--- config.mk ---
export PLATFORM = sky130hd
export DESIGN_NAME = counter_10_flat
export DESIGN_NICKNAME = d
export VERILOG_FILES = /design/src/rtl/counter_10_if.sv /design/src/rtl/counter_10.sv /design/src/flat_wrapper.sv
export SDC_FILE = /design/constraint.sdc
export NUM_CORES = 1
export LEC_CHECK = 0
export BUFFER_PORTS_ARGS = -buffer_cell sky130_fd_sc_hd__clkbuf_2
export CORE_AREA = 2 2 39 41
export DETAILED_ROUTE_END_ITERATION = 10
export DIE_AREA = 0 0 41 43
export PLACE_DENSITY = 0.37
export RECOVER_POWER = 25
export SETUP_SLACK_MARGIN = 0.15
export SLEW_MARGIN = 20
export SYNTH_ARGS = -nofsm -noshare
export SYNTH_HDL_FRONTEND = slang
export SYNTH_SLANG_ARGS = --single-unit
--- constraint.sdc ---
create_clock -name CP -period 1.2 [get_ports CP]
set_clock_uncertainty 0.2 [all_clocks]
set_input_delay 0.12 -clock CP [delete_from_list [all_inputs] [get_ports CP]]
set_output_delay 0.12 -clock CP [all_outputs]
set_load 0.01 [all_outputs]
--- src/rtl/counter_10_if.sv ---
// Count-digit bus: enable in, count value and ripple carry out.
// The master side drives EN; the counter stage (slave) drives Q and CO.
interface counter_10_if #(
    parameter int WIDTH = 4
);
    logic             EN;
    logic [WIDTH-1:0] Q;
    logic             CO;

    modport master (
        output EN,
        input  Q,
        input  CO
    );

    modport slave (
        input  EN,
        output Q,
        output CO
    );
endinterface

--- src/rtl/counter_10.sv ---
// Synchronous mod-MODULUS up-counter digit with enable, synchronous clear (nCR)
// and a combinational ripple carry, intended to be cascaded CO -> EN into BCD chains.
module counter_10 #(
    parameter int WIDTH   = 4,
    parameter int MODULUS = 10
) (
    input  logic          CP,
    input  logic          nCR,
    counter_10_if.slave   bus
);

    localparam logic [WIDTH-1:0] LAST_COUNT = WIDTH'(MODULUS - 1);
    localparam logic [WIDTH-1:0] ZERO_COUNT = {WIDTH{1'b0}};
    localparam logic [WIDTH-1:0] ONE_COUNT  = {{(WIDTH-1){1'b0}}, 1'b1};

    // Values at or above the last count (only reachable by upset) also wrap to zero.
    function automatic logic wrapsNext(input logic [WIDTH-1:0] value);
        return (value >= LAST_COUNT);
    endfunction

    function automatic logic isLast(input logic [WIDTH-1:0] value);
        return (value == LAST_COUNT);
    endfunction

    logic [WIDTH-1:0] count_r;
    logic [WIDTH-1:0] nextCount_s;
    logic             carry_s;

    // Next-state selection: clear beats enable, enable beats hold.
    always_comb begin
        nextCount_s = count_r;
        if (nCR) begin
            nextCount_s = ZERO_COUNT;
        end else if (bus.EN) begin
            if (wrapsNext(count_r)) begin
                nextCount_s = ZERO_COUNT;
            end else begin
                nextCount_s = count_r + ONE_COUNT;
            end
        end else begin
            nextCount_s = count_r;
        end
    end

    // Count register; the only state in the block.
    always_ff @(posedge CP) begin
        count_r <= nextCount_s;
    end

    // Carry must follow EN within the same cycle so the next digit sees it before the edge.
    always_comb begin
        carry_s = 1'b0;
        if (!nCR && bus.EN && isLast(count_r)) begin
            carry_s = 1'b1;
        end else begin
            carry_s = 1'b0;
        end
    end

    assign bus.Q  = count_r;
    assign bus.CO = carry_s;

endmodule

--- src/flat_wrapper.sv ---
// flat-port wrapper written by rule: the top's interface ports become plain ports
module counter_10_flat 
#(
    parameter int WIDTH   = 4,
    parameter int MODULUS = 10
)
  (CP, nCR, bus_EN, bus_Q, bus_CO);
  counter_10_if #(.WIDTH(WIDTH)) bus_i ();
  input  logic CP;
  input  logic nCR;
  input wire logic [$bits(bus_i.EN)-1:0] bus_EN;
  output wire logic [$bits(bus_i.Q)-1:0] bus_Q;
  output wire logic [$bits(bus_i.CO)-1:0] bus_CO;
  assign bus_i.EN = bus_EN;
  assign bus_Q = bus_i.Q;
  assign bus_CO = bus_i.CO;
  counter_10 #(.WIDTH(WIDTH), .MODULUS(MODULUS)) u_core (.CP(CP), .nCR(nCR), .bus(bus_i));
endmodule
-- After elaboration in Yosys (flattened, before gate mapping)
Cells that the tools add are included.
- register bits after elaboration: 4
- output and inout bits: 5
- bits of input ports: 3
- logic and storage cells: 9
- add/sub/neg operators: 1
- multiplexer cells: 2
- $lt $le $gt $ge: 1
- equal/unequal tests: 1
- reduce and logical (&&, ||, !) cells: 3
- operators with widths (kind ; count):
    4-bit by 1-bit adder with 4-bit output, second input constant ; 1
    4-bit == test, second input constant ; 1
    4-bit greater-or-equal comparator, second input constant ; 1
    4-bit 2-to-1 mux ; 1
    1-bit logical AND ; 2
    1-bit logical NOT ; 1
    1-bit 2-to-1 mux ; 1

-- Longest topological paths before layout
- word-level depth: 4
- depth in mapped cells: 5
- depth with buffers taken out: 5

-- Worst setup path before layout
Ideal clock, no wire load.
- path kind: flip-flop to flip-flop
- start point: register u_core.count_r[0], in the netlist u_core.bus.Q[0]
- end point: register u_core.count_r[0], in the netlist u_core.bus.Q[0]
- path slack: -0.201 ns
- stages on the path, launching flop included: 6
- period minus slack after synthesis: 1.401 ns
- arrival time: 1.080 ns
- path buffers: 0
- setup time: 0.121 ns
- data required time: 0.879 ns
- path through: dfxtp_1 -> inv_1 -> ha_1 -> nor3b_2 -> o21bai_1 -> nor2_1
- word-level cells in the longest chain between the ends: 2
- elaborated cells between the ends (all ways): 3
- classes of those cells: add/sub: 1; order compare: 1; mux: 1
- ends and longest elaborated chain (item ; RTL line ; source):
    start: declaration ; counter_10.sv:25 ; logic [WIDTH-1:0] count_r;
    start signal: assignment ; counter_10.sv:47 ; count_r <= nextCount_s;
    4-bit by 1-bit adder with 4-bit output or 4-bit greater-or-equal comparator (tied branches) ; counter_10.sv:38, counter_10.sv:18 ;
    4-bit 2-to-1 mux (*) ; counter_10.sv:35 ; if (wrapsNext(count_r)) begin
Mark *: on every way between the ends. The rest lies on a longest branch, timed or not.
A chain may end at the register's enable or synchronous reset.

-- Worst setup path after layout
- start point: register u_core.count_r[1], in the netlist u_core.bus.Q[1]
- end point: output bus_CO
- word-level cells in the longest chain between the ends: 3
- ends and longest elaborated chain (item ; RTL line ; source):
    4-bit == test ; counter_10.sv:22 ; return (value == LAST_COUNT);
    1-bit logical AND ; counter_10.sv:53 ; if (!nCR && bus.EN && isLast(count_r)) begin
    1-bit 2-to-1 mux ; counter_10.sv:53 ;
    end: declaration ; flat_wrapper.sv:13 ; output wire logic [$bits(bus_i.CO)-1:0] bus_CO;
Every way passes these cells.

==> results.sh <==
export IMPL_post_place_cells=51
export IMPL_drtIter0Drc=1
export IMPL_synth_area_sq_um=235
export IMPL_r2r_worst_path_cells=6
export IMPL_cp_max_fo=2
export IMPL_layout_cells_non_filler=59
export IMPL_hold_depth=3
export IMPL_r2r_slack_ps=-170
export IMPL_crit_arrival_ps=1060
export IMPL_grt_pass1_vias=228
export IMPL_powerDensity_mw_per_mm2=946
export IMPL_start_util_pct=17.0
export IMPL_cp_end_kind="output port"
export IMPL_critPathKind="reg -> out"
export IMPL_total_power_w=0.000431
export IMPL_routabilityCongestion=0.704
export IMPL_finalWirelength_microns=586
export IMPL_ios=8
export IMPL_overflow=0
export IMPL_max_cap_viol_count=0
export IMPL_drtAntennaViolNets=0
export IMPL_rsz0062_at_grt="true"
export IMPL_antennaDiodeCount=0
export IMPL_fp_dieArea_sq_mm=0.00176
export IMPL_max_slew_margin_rel_pct=88.0
export IMPL_max_freq_ghz=0.725
export IMPL_root_buffer="clkbuf_4"
export IMPL_clockBufferDepth=2
export IMPL_grt_usage_pct=7.83
export IMPL_htree_levels=1
export IMPL_chipHeight_microns=43
export IMPL_required_ps=880
export IMPL_vias_per_cell=4.00
export IMPL_finalSetupViolCount=7
export IMPL_clk_pin_slew_worst_paths_ps=40
export IMPL_worst_pin_slew_ps=180
export IMPL_drc_errors=0
export IMPL_clock_latency_ps=230
export IMPL_leakagePower_nw=0.190
export IMPL_irDropWorstVdd_mv=0.453
export IMPL_hpwl_microns=429
export IMPL_tritoncts="built"
export IMPL_synthCells=25
export IMPL_grt_max_degree=6
export IMPL_grt_pass1_wl_microns=883
export IMPL_synth_fp_nets=31
export IMPL_nFillCells=148
export IMPL_antenna_found_initial=0
export IMPL_min_period_ps=1380
export IMPL_cts_sinks=4
export IMPL_die_w_microns=41
export IMPL_nNetsFinal=51
export IMPL_mostFrequentLayoutCell="buf_4"
export IMPL_start_kind="register"
export IMPL_post_drt_wl_per_cell_microns=9.93
export IMPL_drv_slew=0
export IMPL_yosysUniqueCellTypes=14
export IMPL_area_growth_pct=93.6
export IMPL_first_pass_iters=2
export IMPL_largest_reg_flops=4
export IMPL_final_layout_size_suffix_gt1_share_pct=67.4
export IMPL_synth_seq_cells=4
export IMPL_hold_viol_final=0
export IMPL_fp_coreArea_sq_mm=0.00138
export IMPL_outcome="finished with violations"
export IMPL_yosysSeqAreaShare_pct=34.0
export IMPL_worst_slack_ps=-179
export IMPL_timing_final_crit_share_pct=115
export IMPL_io_buffers=7
export IMPL_violations="negative setup slack"
export IMPL_syn_area_per_cell_sq_um=9.41
export IMPL_hold_path_class="in -> reg"
export IMPL_cts_buffers_inserted=3
export IMPL_most_common_layout_cells="6 x buf_4, 5 x buf_6, 3 x nor2_1, 3 x clkbuf_4, 3 x dfxtp_4"
export IMPL_synth_warnings=0
export IMPL_via_count=236
export IMPL_rows=14
power by group:
part	internal [W]	switching, W	total (W)	leakage, nW
combinational	0.0000732	0.0000473	0.000121	0.141
sequential	0.000139	0.0000103	0.000150	0.0353
clock	0.000111	0.0000492	0.000161	0.0138
total	0.000324	0.000107	0.000431	0.190
kinds of logic (layout without fill, tap and decap cells):
| logic type | Yosys count | after routing | share of synthesized area [%] |
|---|---|---|---|
| flops | 4 | 4 | 34.0 |
| fa+ha+maj | 3 | 3 | 16.0 |
| xor+xnor | 3 | 3 | 11.2 |
| simple gates | 9 | 9 | 25.5 |
| buf+inv | 3 | 21 | 4.79 |
| compound gates | 3 | 3 | 8.51 |
worst max-delay path, stage by stage (launching register included):
cell and delay (ps):
dfxtp_4 340, inv_4 60, ha_4 110, nor4b_4 160, buf_2 160
area by class of cell:
cell class / count / area, sq um / area share, %
multi-input combinational: 18 / 180 / 39.6
timing repair buffer: 15 / 126 / 27.7
sequential: 4 / 92.6 / 20.3
clock buffer: 3 / 22.5 / 4.95
tap: 16 / 20.0 / 4.40
inverter: 3 / 13.8 / 3.02
cell usage after synthesis, drive strengths merged:
| cell | n | area (sq um) |
|---|---|---|
| dfxtp | 4 | 80.1 |
| ha | 3 | 37.5 |
| inv | 3 | 11.3 |
| nor2 | 3 | 11.3 |
| nand2 | 2 | 7.51 |
| xnor2 | 2 | 17.5 |
| a21oi | 1 | 5.00 |
| nand4 | 1 | 6.26 |
| nor3b | 1 | 12.5 |
| nor4b | 1 | 15.0 |
| o211ai | 1 | 7.51 |
| o21bai | 1 | 7.51 |
| or2b | 1 | 7.51 |
| xor2 | 1 | 8.76 |
what timing repair did:
action | in CTS | in global routing
endpoints found under the hold margin | 1 | 0
hold buffers | 1 | 0
gates resized for setup | 9 | 11
setup endpoints to repair | 9 | 9
buffers inserted | 3 | 1
pin swaps | 2 | 2
metrics by stage:
step	util, %	hold WS (ps)	setup TNS (ps)	worst slack (ps)	cell area (sq um)
2_1_floorplan	-	-20.6	-239	-66.0	245
3_3_place_gp	23.3	128	-423	-114	323
3_5_place_dp	23.3	134	-505	-126	323
4_1_cts	29.8	67.2	-1010	-214	413
5_1_grt	32.9	54.1	-1320	-272	455
6_report	32.9	40.5	-892	-179	455
final timing paths:
| kind | to | startpoint |
|---|---|---|
| max | bus_CO | u_core.bus.Q[1]$_SDFFE_PP0P_ |
| min reg2reg | u_core.bus.Q[3]$_SDFFE_PP0P_ | u_core.bus.Q[3]$_SDFFE_PP0P_ |
| max reg2reg | u_core.bus.Q[1]$_SDFFE_PP0P_ | u_core.bus.Q[1]$_SDFFE_PP0P_ |
| min | u_core.bus.Q[3]$_SDFFE_PP0P_ | nCR |
metal layers:
metal	track usage, %	part of all wire, %	vias up
li1	-	-	120
met2	12.5	56	4
met3	3.14	4.4	0
met1	7.40	39	112
met5	0	0	-
met4	6.00	0	0
(Power assumes the default switching activity.)
